File: src/rtl/vgaconsole_term_ctrl_if.sv
// Byte-stream input, vblank and text-buffer port bundle for the VGA console
// terminal controller. The controller side uses the master modport; the host
// / buffer side uses the slave modport.
interface vgaconsole_term_ctrl_if #(
    parameter int unsigned ADDR_W = 5
);
    logic              in_valid;
    logic [6:0]        in_data;
    logic              in_ready;
    logic              vblank;
    logic              buf_we;
    logic [ADDR_W-1:0] buf_waddr;
    logic [6:0]        buf_wdata;
    logic [ADDR_W-1:0] buf_raddr;
    logic [6:0]        buf_rdata;
    logic [1:0]        cursor_row;
    logic [3:0]        cursor_col;
    logic              busy;

    modport master (
        input  in_valid, in_data, vblank, buf_rdata,
        output in_ready, buf_we, buf_waddr, buf_wdata, buf_raddr,
               cursor_row, cursor_col, busy
    );

    modport slave (
        output in_valid, in_data, vblank, buf_rdata,
        input  in_ready, buf_we, buf_waddr, buf_wdata, buf_raddr,
               cursor_row, cursor_col, busy
    );
endinterface

File: src/rtl/vgaconsole_term_ctrl.sv
// Terminal controller for the VGA console text buffer. Accepts a character
// stream, tracks the cursor, writes printable characters and backspace
// blanks, and performs vblank-gated scroll and full-screen clear sequences.
module vgaconsole_term_ctrl #(
    parameter int unsigned NUM_ROWS = 3,
    parameter int unsigned NUM_COLS = 10,
    parameter int unsigned ADDR_W   = 5
) (
    input  logic                   clk,
    input  logic                   rst,
    vgaconsole_term_ctrl_if.master bus
);
    localparam int unsigned       CELLS     = NUM_ROWS * NUM_COLS;
    localparam logic [ADDR_W-1:0] COPY_LAST = ADDR_W'((NUM_ROWS - 1) * NUM_COLS - 1);
    localparam logic [ADDR_W-1:0] LAST_CELL = ADDR_W'(CELLS - 1);
    localparam logic [1:0]        ROW_LAST  = 2'(NUM_ROWS - 1);
    localparam logic [3:0]        COL_LAST  = 4'(NUM_COLS - 1);

    localparam logic [6:0] CH_SPACE = 7'h20;
    localparam logic [6:0] CH_TILDE = 7'h7E;
    localparam logic [6:0] CH_BS    = 7'h08;
    localparam logic [6:0] CH_LF    = 7'h0A;
    localparam logic [6:0] CH_FF    = 7'h0C;
    localparam logic [6:0] CH_CR    = 7'h0D;

    typedef enum logic [2:0] {
        IDLE,
        WAIT_VB,
        SCROLL,
        CLEAR_ROW,
        CLEAR_ALL
    } state_t;

    state_t            state_q, state_d;
    logic [ADDR_W-1:0] idx_q, idx_d;
    logic              op_clear_all_q, op_clear_all_d;
    logic [1:0]        row_q, row_d;
    logic [3:0]        col_q, col_d;
    logic              we_q, we_d;
    logic [ADDR_W-1:0] waddr_q, waddr_d;
    logic [6:0]        wdata_q, wdata_d;

    logic              accept;
    logic              newline;
    logic [ADDR_W-1:0] cur_addr;

    assign accept   = bus.in_valid && (state_q == IDLE);
    assign cur_addr = ADDR_W'(32'(row_q) * NUM_COLS + 32'(col_q));

    // Output mapping: handshake and busy from state, buffer port from registers
    assign bus.in_ready   = (state_q == IDLE);
    assign bus.busy       = (state_q != IDLE);
    assign bus.buf_we     = we_q;
    assign bus.buf_waddr  = waddr_q;
    assign bus.buf_wdata  = wdata_q;
    assign bus.cursor_row = row_q;
    assign bus.cursor_col = col_q;
    assign bus.buf_raddr  = (state_q == SCROLL) ? ADDR_W'(32'(idx_q) + NUM_COLS) : '0;

    // State, cursor, counter and registered write-port update
    always_ff @(posedge clk or posedge rst) begin
        if (rst) begin
            state_q        <= IDLE;
            idx_q          <= '0;
            op_clear_all_q <= 1'b0;
            row_q          <= '0;
            col_q          <= '0;
            we_q           <= 1'b0;
            waddr_q        <= '0;
            wdata_q        <= '0;
        end else begin
            state_q        <= state_d;
            idx_q          <= idx_d;
            op_clear_all_q <= op_clear_all_d;
            row_q          <= row_d;
            col_q          <= col_d;
            we_q           <= we_d;
            waddr_q        <= waddr_d;
            wdata_q        <= wdata_d;
        end
    end

    // Byte decoding, scroll/clear sequencing and next write selection
    always_comb begin
        state_d        = state_q;
        idx_d          = idx_q;
        op_clear_all_d = op_clear_all_q;
        row_d          = row_q;
        col_d          = col_q;
        we_d           = 1'b0;
        waddr_d        = waddr_q;
        wdata_d        = wdata_q;
        newline        = 1'b0;

        case (state_q)
            IDLE: begin
                if (accept) begin
                    if (bus.in_data >= CH_SPACE && bus.in_data <= CH_TILDE) begin
                        we_d    = 1'b1;
                        waddr_d = cur_addr;
                        wdata_d = bus.in_data;
                        if (col_q < COL_LAST) begin
                            col_d = col_q + 4'd1;
                        end else begin
                            newline = 1'b1;
                        end
                    end else begin
                        case (bus.in_data)
                            CH_LF: newline = 1'b1;
                            CH_CR: col_d = '0;
                            CH_BS: begin
                                if (col_q != '0) begin
                                    col_d   = col_q - 4'd1;
                                    we_d    = 1'b1;
                                    waddr_d = cur_addr - ADDR_W'(1);
                                    wdata_d = CH_SPACE;
                                end
                            end
                            CH_FF: begin
                                state_d        = WAIT_VB;
                                op_clear_all_d = 1'b1;
                            end
                            default: ;
                        endcase
                    end
                end
                // Shared by wrap and LF: the cursor stays on the last row while
                // the scroll is pending, and is re-homed when it completes.
                if (newline) begin
                    col_d = '0;
                    if (row_q < ROW_LAST) begin
                        row_d = row_q + 2'd1;
                    end else begin
                        state_d        = WAIT_VB;
                        op_clear_all_d = 1'b0;
                    end
                end
            end

            WAIT_VB: begin
                if (bus.vblank) begin
                    idx_d   = '0;
                    state_d = op_clear_all_q ? CLEAR_ALL : SCROLL;
                end
            end

            // Reads run one row ahead of the write address, so each copy
            // reads a cell that has not been overwritten yet.
            SCROLL: begin
                we_d    = 1'b1;
                waddr_d = idx_q;
                wdata_d = bus.buf_rdata;
                idx_d   = idx_q + ADDR_W'(1);
                if (idx_q == COPY_LAST) begin
                    state_d = CLEAR_ROW;
                end
            end

            // idx continues from the end of the copy into the last row
            CLEAR_ROW: begin
                we_d    = 1'b1;
                waddr_d = idx_q;
                wdata_d = CH_SPACE;
                if (idx_q == LAST_CELL) begin
                    state_d = IDLE;
                    idx_d   = '0;
                    row_d   = ROW_LAST;
                    col_d   = '0;
                end else begin
                    idx_d = idx_q + ADDR_W'(1);
                end
            end

            CLEAR_ALL: begin
                we_d    = 1'b1;
                waddr_d = idx_q;
                wdata_d = CH_SPACE;
                if (idx_q == LAST_CELL) begin
                    state_d = IDLE;
                    idx_d   = '0;
                    row_d   = '0;
                    col_d   = '0;
                end else begin
                    idx_d = idx_q + ADDR_W'(1);
                end
            end

            default: state_d = IDLE;
        endcase
    end
endmodule

File: src/flat_wrapper.sv
// flat-port wrapper written by rule: the top's interface ports become plain ports
module vgaconsole_term_ctrl_flat 
#(
    parameter int unsigned NUM_ROWS = 3,
    parameter int unsigned NUM_COLS = 10,
    parameter int unsigned ADDR_W   = 5
)
  (clk, rst, bus_in_valid, bus_in_data, bus_vblank, bus_buf_rdata, bus_in_ready, bus_buf_we, bus_buf_waddr, bus_buf_wdata, bus_buf_raddr, bus_cursor_row, bus_cursor_col, bus_busy);
  vgaconsole_term_ctrl_if #(.ADDR_W(ADDR_W)) bus_i ();
  input  logic clk;
  input  logic rst;
  input wire logic [$bits(bus_i.in_valid)-1:0] bus_in_valid;
  input wire logic [$bits(bus_i.in_data)-1:0] bus_in_data;
  input wire logic [$bits(bus_i.vblank)-1:0] bus_vblank;
  input wire logic [$bits(bus_i.buf_rdata)-1:0] bus_buf_rdata;
  output wire logic [$bits(bus_i.in_ready)-1:0] bus_in_ready;
  output wire logic [$bits(bus_i.buf_we)-1:0] bus_buf_we;
  output wire logic [$bits(bus_i.buf_waddr)-1:0] bus_buf_waddr;
  output wire logic [$bits(bus_i.buf_wdata)-1:0] bus_buf_wdata;
  output wire logic [$bits(bus_i.buf_raddr)-1:0] bus_buf_raddr;
  output wire logic [$bits(bus_i.cursor_row)-1:0] bus_cursor_row;
  output wire logic [$bits(bus_i.cursor_col)-1:0] bus_cursor_col;
  output wire logic [$bits(bus_i.busy)-1:0] bus_busy;
  assign bus_i.in_valid = bus_in_valid;
  assign bus_i.in_data = bus_in_data;
  assign bus_i.vblank = bus_vblank;
  assign bus_i.buf_rdata = bus_buf_rdata;
  assign bus_in_ready = bus_i.in_ready;
  assign bus_buf_we = bus_i.buf_we;
  assign bus_buf_waddr = bus_i.buf_waddr;
  assign bus_buf_wdata = bus_i.buf_wdata;
  assign bus_buf_raddr = bus_i.buf_raddr;
  assign bus_cursor_row = bus_i.cursor_row;
  assign bus_cursor_col = bus_i.cursor_col;
  assign bus_busy = bus_i.busy;
  vgaconsole_term_ctrl #(.NUM_ROWS(NUM_ROWS), .NUM_COLS(NUM_COLS), .ADDR_W(ADDR_W)) u_core (.clk(clk), .rst(rst), .bus(bus_i));
endmodule
File: config.mk
export PLATFORM = sky130hd
export DESIGN_NAME = vgaconsole_term_ctrl_flat
export DESIGN_NICKNAME = d
export VERILOG_FILES = /design/src/rtl/vgaconsole_term_ctrl_if.sv /design/src/rtl/vgaconsole_term_ctrl.sv /design/src/flat_wrapper.sv
export SDC_FILE = /design/constraint.sdc
export NUM_CORES = 1
export LEC_CHECK = 0
export CAP_MARGIN = 25
export CORE_AREA = 2 2 70 72
export DETAILED_ROUTE_END_ITERATION = 8
export DIE_AREA = 0 0 72 74
export PLACE_DENSITY = 0.79
export SLEW_MARGIN = 10
export SYNTH_ARGS = -nofsm -noshare
export SYNTH_HDL_FRONTEND = slang
export SYNTH_SLANG_ARGS = --single-unit
export TNS_END_PERCENT = 30
File: constraint.sdc
create_clock -name clk -period 3.2 [get_ports clk]
set_clock_uncertainty 0.1 [all_clocks]
set_input_delay 0.8 -clock clk [delete_from_list [all_inputs] [get_ports clk]]
set_output_delay 0.8 -clock clk [all_outputs]
set_load 0.1 [all_outputs]
==> metrics.csv <==
stage,metric,value,unit
synthesis,synth cell count leaders,"28 x dfrtp_1, 17 x a21oi_1, 16 x nand2_1",
sta,fmax,374,MHz
drt,Starting DRT DRC Count,127,
synthesis,Mapped Avg Cell Area,9.00,µm²
global_routing,total track usage,0.188,
floorplan,Die H,74,µm
global_routing,vias in the first global route,1693,
synthesis,"count leader, synth",dfrtp_1,
floorplan,Die X,72,µm
clock_network,clock network latency to the later pin of the worst-skew pair,0.28,ns
floorplan,die area,5330,µm²
sta,fin crit period,2.67,ns
synthesis,Synth Instances,223,
sta,Final setup viols,0,
global_routing,initial antenna violation count,0,
clock_network,Clock Path Buffers,2,
synthesis,"Seq/Total Area, Yosys",0.349,
clock_network,Clock transition at path regs,0.10,ns
synthesis,mapped cell area,2010,µm²
placement,IO buf count,43,
sta,Least-Margin Pin Slew,0.688,ns
job,max_cap viols,0,
sta,WHS,0.426,ns
floorplan,core footprint,4600,µm²
sta,final slew viol count,0,
cells_and_area,n_diodes,0,
setup_path,Crit-path slowest cell,dfrtp_1,
synthesis,Yosys reg bits,28,
synthesis,Synth top area share,0.349,
clock_network,CTS tree,built,
sta,"Period Utilization, post-route",0.835,
placement,RePlAce Congestion,0.860,
synthesis,Post-synth EDFFs,0,
synthesis,Yosys Warn Count,0,
setup_path,CP Launch Type,register,
global_routing,largest net degree at the start of global routing,29,
cells_and_area,Area Overhead vs Synth,24.2,%
drt,Final ANT Viol Nets,0,
sta,Relative slew margins,0.538,
cells_and_area,layout cells sized above 1,0.248,
status,status,"complete, no violations",
cells_and_area,Finished Layout Cells,320,
floorplan,I/O Pins,44,
sta,final hold vios,0,
setup_path,crit-path max FO,13,
setup_path,Setup crit end kind,output port,
drt,via count,1825,
drt,wire per inst,15.3,µm
drt,Detailed Routing Iterations Pass 1,4,
synthesis,post-synth top area cell,dfrtp_1,
clock_network,Clock Tree Root,clkbuf_8,
clock_network,CTS Buf Count,3,
setup_path,"Cell Chain, Critical Path",nor2_1 -> nand2_1 -> nor2_1 -> buf_4,
drt,DR vias/cell,5.70,
floorplan,Starting Density,0.436,
setup_path,worst setup path category,register to output port,
clock_network,CTS resizes,0,
placement,Post-DP HPWL,3.72,mm
cells_and_area,final instance area,2490,µm²
drt,WL final,4.89,mm
synthesis,Synth area leaders,"dfrtp_1 35%, ha_1 6.2%, a21oi_1 4.2%",
placement,Post-Place Cells,316,
clock_network,Post-CTS Setup Repair Bufs,0,
clock_network,CTS sink cnt,28,
setup_path,"slowest stage delay, CP",0.56,ns
setup_path,Buf/Inv on CP,1,
setup_path,Worst path most repeated cell,nor2_1,
setup_path,"Largest delay share family, worst path",simple AND/OR/NAND/NOR gates,
floorplan,# rows,25,
hold_path,Hold Crit Class,register to register,
synthesis,Syn Nets,252,
setup_path,Critical Path RT,2.30,ns
cells_and_area,# nets final,296,
synthesis,ys flop type,dfrtp_1,
clock_network,CTS Hold Bufs,0,
global_routing,Overflow after GRT,0,
global_routing,global-route wire length before repair,7.99,mm
setup_path,WP data arrival,1.77,ns
synthesis,async set-or-reset flop fraction in the synthesized netlist,1.00,
sta,RSZ-0062 raised after global routing,false,
clock_network,H-tree depth,1,
placement,post-placement cell area,2420,µm²
drt,drt drc,0,
sta,setup tns final,0,ns
synthesis,number of unique standard cell types used by synthesis,55,
path summary, 6_finish.rpt:
check / start / end / cells after the start / slack [ns]
max: u_core.state_q[0] / bus_buf_raddr[4] / 4 / 0.53
min in group asynchronous: rst / u_core.idx_q[4] / 3 / 0.79
max reg2reg: u_core.bus.cursor_col[0] / u_core.bus.cursor_row[0] / 8 / 0.94
min reg2reg: u_core.op_clear_all_q / u_core.op_clear_all_q / 1 / 0.43
min: u_core.op_clear_all_q / u_core.op_clear_all_q / 1 / 0.43
max in group asynchronous: rst / u_core.state_q[0] / 3 / 1.95
routing by layer:
layer / vias up / GRT usage / part of all wire / routed length [µm]
li1: 894 / - / - / -
met1: 850 / 0.248 / 0.43 / 2110
met2: 72 / 0.326 / 0.48 / 2340
met3: 9 / 0.0203 / 0.073 / 356
met4: 0 / 0.0650 / 0.017 / 85
met5: - / 0 / 0 / 0
through the flow:
stage / setup WS [ns] / utilization
after CTS: 0.520 / 0.542
after global routing: 0.390 / 0.542
after global placement: 0.329 / 0.527
after detailed placement: 0.267 / 0.527
final: 0.527 / 0.542
after floorplan: 0.155 / -
registers in the layout, summed over array words and instances, names as in the netlist:
signal                 flops
u_core.idx_q               5
u_core.op_clear_all_q      1
u_core.bus.cursor_col      4
u_core.state_q             3
u_core.bus.cursor_row      2
u_core.bus.buf_we          1
u_core.bus.buf_waddr       5
u_core.bus.buf_wdata       7
worst register-to-register path, delay by kind of cell, from the launching register on:
family / cells / cell delay, ns
DFF: 1 / 0.50
adders and majority gates: 1 / 0.26
AOI/OAI and AO/OA: 2 / 0.43
and+or+nand+nor: 3 / 0.61
buffers and inverters: 1 / 0.17
muxes: 1 / 0.13
logic make-up after synthesis:
kind of cell,count (synthesis),share of synthesized area
muxes,5,0.0305
adders and majority gates,11,0.0723
and+or+nand+nor,79,0.226
AOI/OAI and AO/OA,68,0.228
DFF,28,0.349
buffers and inverters,24,0.0592
xor gates and xnor gates,8,0.0349
layout make-up:
class | instances | area (µm²)
clock buffers | 3 | 41.3
clock inverters | 1 | 30.0
fillers | 426 | 2110
inverters | 15 | 56.3
multi-input cells | 171 | 1190
flip-flops and latches | 28 | 701
well taps | 54 | 67.6
repair buffers | 48 | 403
cells in the final DEF (no fill, tap or decap), types with 3 or more instances in the layout:
cell,n
o21ai_1,11
nor2_1,13
inv_1,14
nor3_1,4
nor2_2,9
buf_4,31
xor2_1,4
nand4_1,3
xnor2_1,4
clkbuf_8,3
and3_1,4
a21oi_1,17
clkdlybuf4s50_1,17
a22oi_1,6
nand2_1,16
dfrtp_1,28
o22ai_1,5
ha_1,10
o21ai_0,4
nand2b_1,3
nand3_1,9
a21oi_2,9
Power is left out: the tool's default activity adds up to more than one toggle a clock period on the data nets, which glitch-free logic cannot reach.
